## src/rtl/mac_operand_sequencer.sv

```systemverilog
// Operand FIFO and vector framer feeding an 8x8 MAC; one result per vector.
// Optional feature macro MAC_SEQ_OVF_EN adds res_ovf from a 24-bit shadow sum.
module mac_operand_sequencer #(
    parameter int DEPTH   = 4,
    parameter int MAX_LEN = 255,
    localparam int CW     = $clog2(MAX_LEN + 1)
) (
    input  logic          clk,
    input  logic          rst,
    input  logic          in_valid,
    output logic          in_ready,
    input  logic [7:0]    in_a,
    input  logic [7:0]    in_b,
    input  logic          in_last,
    output logic [7:0]    mac_a,
    output logic [7:0]    mac_b,
    output logic          mac_clr,
    input  logic [15:0]   acc_in,
    output logic          res_valid,
    input  logic          res_ready,
    output logic [15:0]   res_data,
    output logic [CW-1:0] res_count,
    output logic          res_trunc
`ifdef MAC_SEQ_OVF_EN
    ,
    output logic          res_ovf
`endif
);

    localparam int AW = $clog2(DEPTH);

    typedef enum logic [1:0] {
        CLEAR,
        RUN,
        DRAIN,
        CAPTURE
    } state_t;

    state_t        state;
    state_t        state_nx;
    logic [16:0]   mem [DEPTH];
    logic [AW:0]   wr_ptr;
    logic [AW:0]   rd_ptr;
    logic          full;
    logic          empty;
    logic          push;
    logic          pop;
    logic          pop_end;
    logic          capture;
    logic [7:0]    hd_a;
    logic [7:0]    hd_b;
    logic          hd_last;
    logic [CW-1:0] len;
    logic [CW-1:0] len_nx;
    logic          trunc_flag;

    assign empty = (wr_ptr == rd_ptr);
    assign full  = (wr_ptr[AW] != rd_ptr[AW]) &&
                   (wr_ptr[AW-1:0] == rd_ptr[AW-1:0]);

    assign in_ready = !full && !rst;
    assign push     = in_valid && in_ready;

    assign {hd_a, hd_b, hd_last} = mem[rd_ptr[AW-1:0]];

    assign len_nx = len + CW'(1);

    always_ff @(posedge clk) begin
        if (push) begin
            mem[wr_ptr[AW-1:0]] <= {in_a, in_b, in_last};
        end
    end

    always_ff @(posedge clk or posedge rst) begin
        if (rst) begin
            state <= CLEAR;
        end else begin
            state <= state_nx;
        end
    end

    always_comb begin
        state_nx = state;
        pop      = 1'b0;
        pop_end  = 1'b0;
        capture  = 1'b0;
        unique case (state)
            CLEAR: begin
                state_nx = RUN;
            end
            RUN: begin
                // An empty FIFO is a bubble; the vector simply waits.
                if (!empty) begin
                    pop = 1'b1;
                    if (hd_last || len_nx == CW'(MAX_LEN)) begin
                        pop_end  = 1'b1;
                        state_nx = DRAIN;
                    end
                end
            end
            DRAIN: begin
                state_nx = CAPTURE;
            end
            CAPTURE: begin
                if (!res_valid || res_ready) begin
                    capture  = 1'b1;
                    state_nx = CLEAR;
                end
            end
            default: begin
                state_nx = CLEAR;
            end
        endcase
    end

    always_ff @(posedge clk or posedge rst) begin
        if (rst) begin
            wr_ptr     <= '0;
            rd_ptr     <= '0;
            mac_a      <= '0;
            mac_b      <= '0;
            mac_clr    <= 1'b1;
            len        <= '0;
            trunc_flag <= 1'b0;
            res_valid  <= 1'b0;
            res_data   <= '0;
            res_count  <= '0;
            res_trunc  <= 1'b0;
        end else begin
            if (push) begin
                wr_ptr <= wr_ptr + (AW+1)'(1);
            end
            if (pop) begin
                rd_ptr <= rd_ptr + (AW+1)'(1);
            end
            // Zero operands on every non-pop cycle keep acc frozen.
            mac_a   <= pop ? hd_a : 8'd0;
            mac_b   <= pop ? hd_b : 8'd0;
            mac_clr <= capture;
            if (pop) begin
                len <= len_nx;
            end else if (capture) begin
                len <= '0;
            end
            if (pop_end) begin
                trunc_flag <= !hd_last;
            end
            if (capture) begin
                res_valid <= 1'b1;
                res_data  <= acc_in;
                res_count <= len;
                res_trunc <= trunc_flag;
            end else if (res_ready) begin
                res_valid <= 1'b0;
            end
        end
    end

`ifdef MAC_SEQ_OVF_EN
    logic [15:0] prod;
    logic [23:0] shadow;

    assign prod = {8'd0, hd_a} * {8'd0, hd_b};

    always_ff @(posedge clk or posedge rst) begin
        if (rst) begin
            shadow  <= '0;
            res_ovf <= 1'b0;
        end else begin
            if (pop) begin
                shadow <= shadow + {8'd0, prod};
            end else if (capture) begin
                shadow <= '0;
            end
            if (capture) begin
                res_ovf <= (shadow > 24'h00FFFF);
            end
        end
    end
`endif

endmodule

```

## config.mk

```make
export PLATFORM = sky130hd
export DESIGN_NAME = mac_operand_sequencer
export DESIGN_NICKNAME = d
export VERILOG_FILES = /design/src/rtl/mac_operand_sequencer.sv
export SDC_FILE = /design/constraint.sdc
export NUM_CORES = 1
export LEC_CHECK = 0
export ABC_AREA = 1
export CAP_MARGIN = 20
export CORE_UTILIZATION = 31
export DETAILED_ROUTE_END_ITERATION = 10
export PLACE_DENSITY = 0.48
export SYNTH_ARGS = -nofsm -noshare
export SYNTH_HDL_FRONTEND = slang
export SYNTH_SLANG_ARGS = --single-unit
```

## constraint.sdc

```tcl
create_clock -name clk -period 7.2 [get_ports clk]
set_clock_uncertainty 0.2 [all_clocks]
set_input_delay 1.44 -clock clk [delete_from_list [all_inputs] [get_ports clk]]
set_output_delay 1.44 -clock clk [all_outputs]
set_load 0.02 [all_outputs]
```

; Word level (Yosys, flattened, before mapping)
; Memory sizes are Yosys's and may differ from the RTL's.
; Index checks and enable logic that the tools add are counted.
; W data, S select, Z words.
[op_classes]
addsub = 3
eq_ne = 10
n_mux = 19
reduce_logical = 13
[op_table]
columns = op, n
row1 = $mux W8, 4
row2 = $mux W1, 11
row3 = $add A8 B1 Y8 const B, 1
row4 = $eq A8 B8 Y1 const B, 1
row5 = $pmux W2 S4, 1
row6 = $add A3 B1 Y3 const B, 2
row7 = $mux W2, 3
row8 = $ne A2 B2 Y1 const B, 3
row9 = $eq A2 B2 Y1 const B, 2
row10 = $logic_not A1 Y1, 4
row11 = $reduce_bool A2 Y1, 2
row12 = $eq A3 B3 Y1, 1
row13 = $logic_and A1 B1 Y1, 3
row14 = $reduce_and A3 Y1, 1
row15 = $eq A2 B1 Y1 const B, 1
row16 = $eq A2 B2 Y1, 1
row17 = $logic_not A2 Y1, 1
row18 = $logic_or A1 B1 Y1, 2
row19 = $ne A1 B1 Y1, 1
[word_totals]
regBits = 60
ramBits = 68
in_bits = 37
out_inout_bits = 44
wordCells = 58
mem_count = 1
[mem_list]
columns = memory, words, width, rd, rd_clocked_by_memory_dff, wr, line_no
row1 = mem, 4, 17, 1, 0, 1, 41  ; logic [16:0] mem [DEPTH];

; Logic depth before layout (Yosys ltp)
[depth]
depth_word = 7
ltp_mapped = 12
ltp_nobuf = 12

; Worst setup path before layout
; No wires, ideal clock.
[synth_path]
path_kind = in2out
from = in rst
to = out in_ready
arrival_time_ns = 3.112
t_required_ns = 5.560
path_slack_ns = 2.448
path_stages = 3
path_buffers = 0
cell_sequence = inv_1 > o21ai_1 > inv_2
[synth_between]
elab_chain_len = 2
[synth_lines]
columns = element, line_no
row1 = start: declaration, 9  ; input logic rst,
row2 = $logic_not A1 Y1 (no line), n/a
row3 = $logic_and A1 B1 Y1, 61  ; assign in_ready = !full && !rst;
row4 = end: declaration, 11  ; output logic in_ready,
; No other way between the ends.

; Worst setup path in the final report
; Ends and elaborated chain as after synthesis.

==> impl_metrics.json <==
{
  "crit_slowest_cell": "clkdlybuf4s50_1",
  "wl_met2_microns": 5040,
  "ys_top_cells_by_area": "edfxtp_1 (40%), dfrtp_1 (29%), nand2_1 (6.6%)",
  "cts_resized": 0,
  "p_leak_uw": 0.00267,
  "endpoint_kind": "primary output",
  "finalSetupTns_ns": 0,
  "io_pins": 81,
  "setup_slack_ns": 2.85,
  "synth_area_per_cell_sq_um": 11.4,
  "synth_edf_count": 68,
  "crit_fanout": 2,
  "wl_met3_microns": 531,
  "hold_viol_final": 0,
  "clock_sinks": 128,
  "highest_layer": "met4",
  "finalCritPeriodShare": 0.604,
  "finalSetupViolations": 0,
  "crit_type": "in2out",
  "fmax_mhz": 230,
  "drt_first_pass_iters": 6,
  "ir_worst_vdd_uv": 160,
  "area_growth_syn_to_layout_pct": 31.7,
  "yosysSeqAreaShare": 0.700,
  "drt_wl_total_microns": 10700,
  "hold_end": "res_data[7]",
  "grt.overflow.total": 0,
  "cts_hold_buffers": 0,
  "drt_iter0_markers": 182,
  "initial_utilization": 0.319,
  "ys_warn_count": 0,
  "post-place-ws_ns": 2.81,
  "diodes": 0,
  "rr_startpoint": "rd_ptr[1]",
  "synthArstFlopShare": 0.469,
  "die-area_sq_um": 16800,
  "power.density_nw_per_um2": 425,
  "gp_congestion": 0.768,
  "synthCells": 446,
  "ant_nets": 0,
  "synth_fp_nets": 494,
  "ys_types": 28,
  "r2r_slack_ns": 4.64,
  "critPathLaunch": "rst",
  "worstMarginPinSlew_ns": 0.992,
  "yosys-top-cells-count": "nand2_1 (89), nor2_1 (74), edfxtp_1 (68)",
  "synth_area_leader_cell": "edfxtp_1",
  "final_max_slew_viol_count": 0,
  "crit_family": "buffers and inverters",
  "path_cells": "clkdlybuf4s50_1, inv_2, o21ai_1, inv_2, clkdlybuf4s50_1",
  "critPathBufInv": 4,
  "cts_tree": "yes",
  "row_count": 46,
  "yosysMostFrequentCell": "nand2_1",
  "cp.arrival_ns": 2.71,
  "min_path_type": "reg2reg",
  "grt_pass1_wl_microns": 17300,
  "grt_max_degree": 61,
  "wl_per_cell_microns": 14.1,
  "synth_top_area_share": 0.403,
  "r2r_end": "mem[3][2]",
  "min_from": "res_data[7]",
  "post_cts.repair.setup_buffers": 0,
  "crit_required_ns": 5.56,
  "start_kind": "primary input",
  "max_slew_margin": 0.338,
  "grt_use_total": 0.140,
  "finalNetCount": 582,
  "met1_length_microns": 5070,
  "insertion_delay_ns": 0.41,
  "fin_crit_ns": 4.35,
  "r2r_cells": 6,
  "via_count": 3363,
  "core_area_sq_um": 15900,
  "htreeDepth": 4,
  "slowest_delay_ns": 0.60,
  "synth_seq_cells": 128,
  "clk_pin_slew_worst_paths_ns": 0.06,
  "numCtsBuffers": 17,
  "drive_above_1_share": 0.0841,
  "die_w_microns": 130,
  "synth_area_sq_um": 5060,
  "cts_root_buffer": "clkbuf_16",
  "yosys_most_used_dff": "edfxtp_1",
  "dieHeight_microns": 130,
  "cts_buffer_depth": 2,
  "rsz0062_at_grt": "no",
  "max_cap_viol_count": 0,
  "antenna_found_initial": 0,
  "grt_pass1_vias": 3300,
  "numPortBuffers": 80,
  "dp_hpwl_microns": 6360,
  "whs_path_depth": 2,
  "status": "completed",
  "drc": 0,
  "vias_per_cell": 4.41
}
-- layout by cell type (no fill, tap or decap), drive strengths merged --
cell type	count
dfrtp	59
a22o	1
edfxtp	68
nand2	93
a21oi	19
inv	27
clkbuf	22
nand3	8
clkinv	4
nor2	75
xnor2	4
nand4	5
xor2	3
buf	5
o21a	1
dfstp	1
clkinvlp	3
or2	1
clkdlybuf4s50	80
ha	11
bufinv	3
o22ai	5
o21ai	49
-- per-stage QoR --
step	instances	util	total power [uW]	hold WS, ns	instance area (sq um)
final	763	0.420	2840	0.279	6670
after detailed placement	731	0.383	2030	0.268	6090
after global placement	731	0.383	2010	0.262	6090
after floorplan	446	-	1650	0.262	5060
after global routing	763	0.420	3030	0.299	6670
after CTS	763	0.420	2890	0.285	6670
-- worst reg2reg max path: stages, from the launching register on --
cell and delay (ns):
dfrtp_1 0.86, xnor2_1 0.23, nand2_1 0.10, o21ai_1 0.07, inv_2 0.10, nand2_4 0.09, nor2_4 0.53
-- final cells by class --
class,instances,area [sq um]
clock buffers,22,444
clock inverters,10,136
fillers,1563,9220
inverters,27,101
multi-input cells,275,1330
flip-flops and latches,128,3540
well taps,216,270
repair buffers,85,838
-- cell families (layout without fill, tap and decap cells) --
logic type / count (synthesis) / after routing / share of synthesized area
AO/OA/AOI/OAI: 75 / 75 / 0.0766
AND/OR/NAND/NOR: 182 / 182 / 0.147
buffers and inverters: 43 / 144 / 0.0366
flip-flops: 128 / 128 / 0.700
XOR/XNOR: 7 / 7 / 0.0121
adder cells (fa/ha/maj): 11 / 11 / 0.0272
-- state kept, by name, indices dropped and copies added (netlist names) --
name	cells
mac_a	8
trunc_flag	1
mac_b	8
res_count	8
state	2
res_valid	1
wr_ptr	3
mac_clr	1
rd_ptr	3
res_trunc	1
res_data	16
mem	68
len	8
-- layer usage --
layer,vias up,global-route usage
li1,1669,-
met1,1597,0.176
met2,84,0.225
met3,13,0.0480
met4,0,0.0472
met5,-,0
-- how the worst max path moves through the flow --
stage | end | cells past startpoint
finish | in_ready | 5
global route | in_ready | 5
CTS | in_ready | 5
detailed placement | in_ready | 5
global placement | in_ready | 5
floorplan | in_ready | 3
-- report_power, final --
part / switching [uW] / internal [uW]
sequential: 99.9 / 956
combinational: 574 / 364
clock: 300 / 543
(Power assumes the default switching activity.)
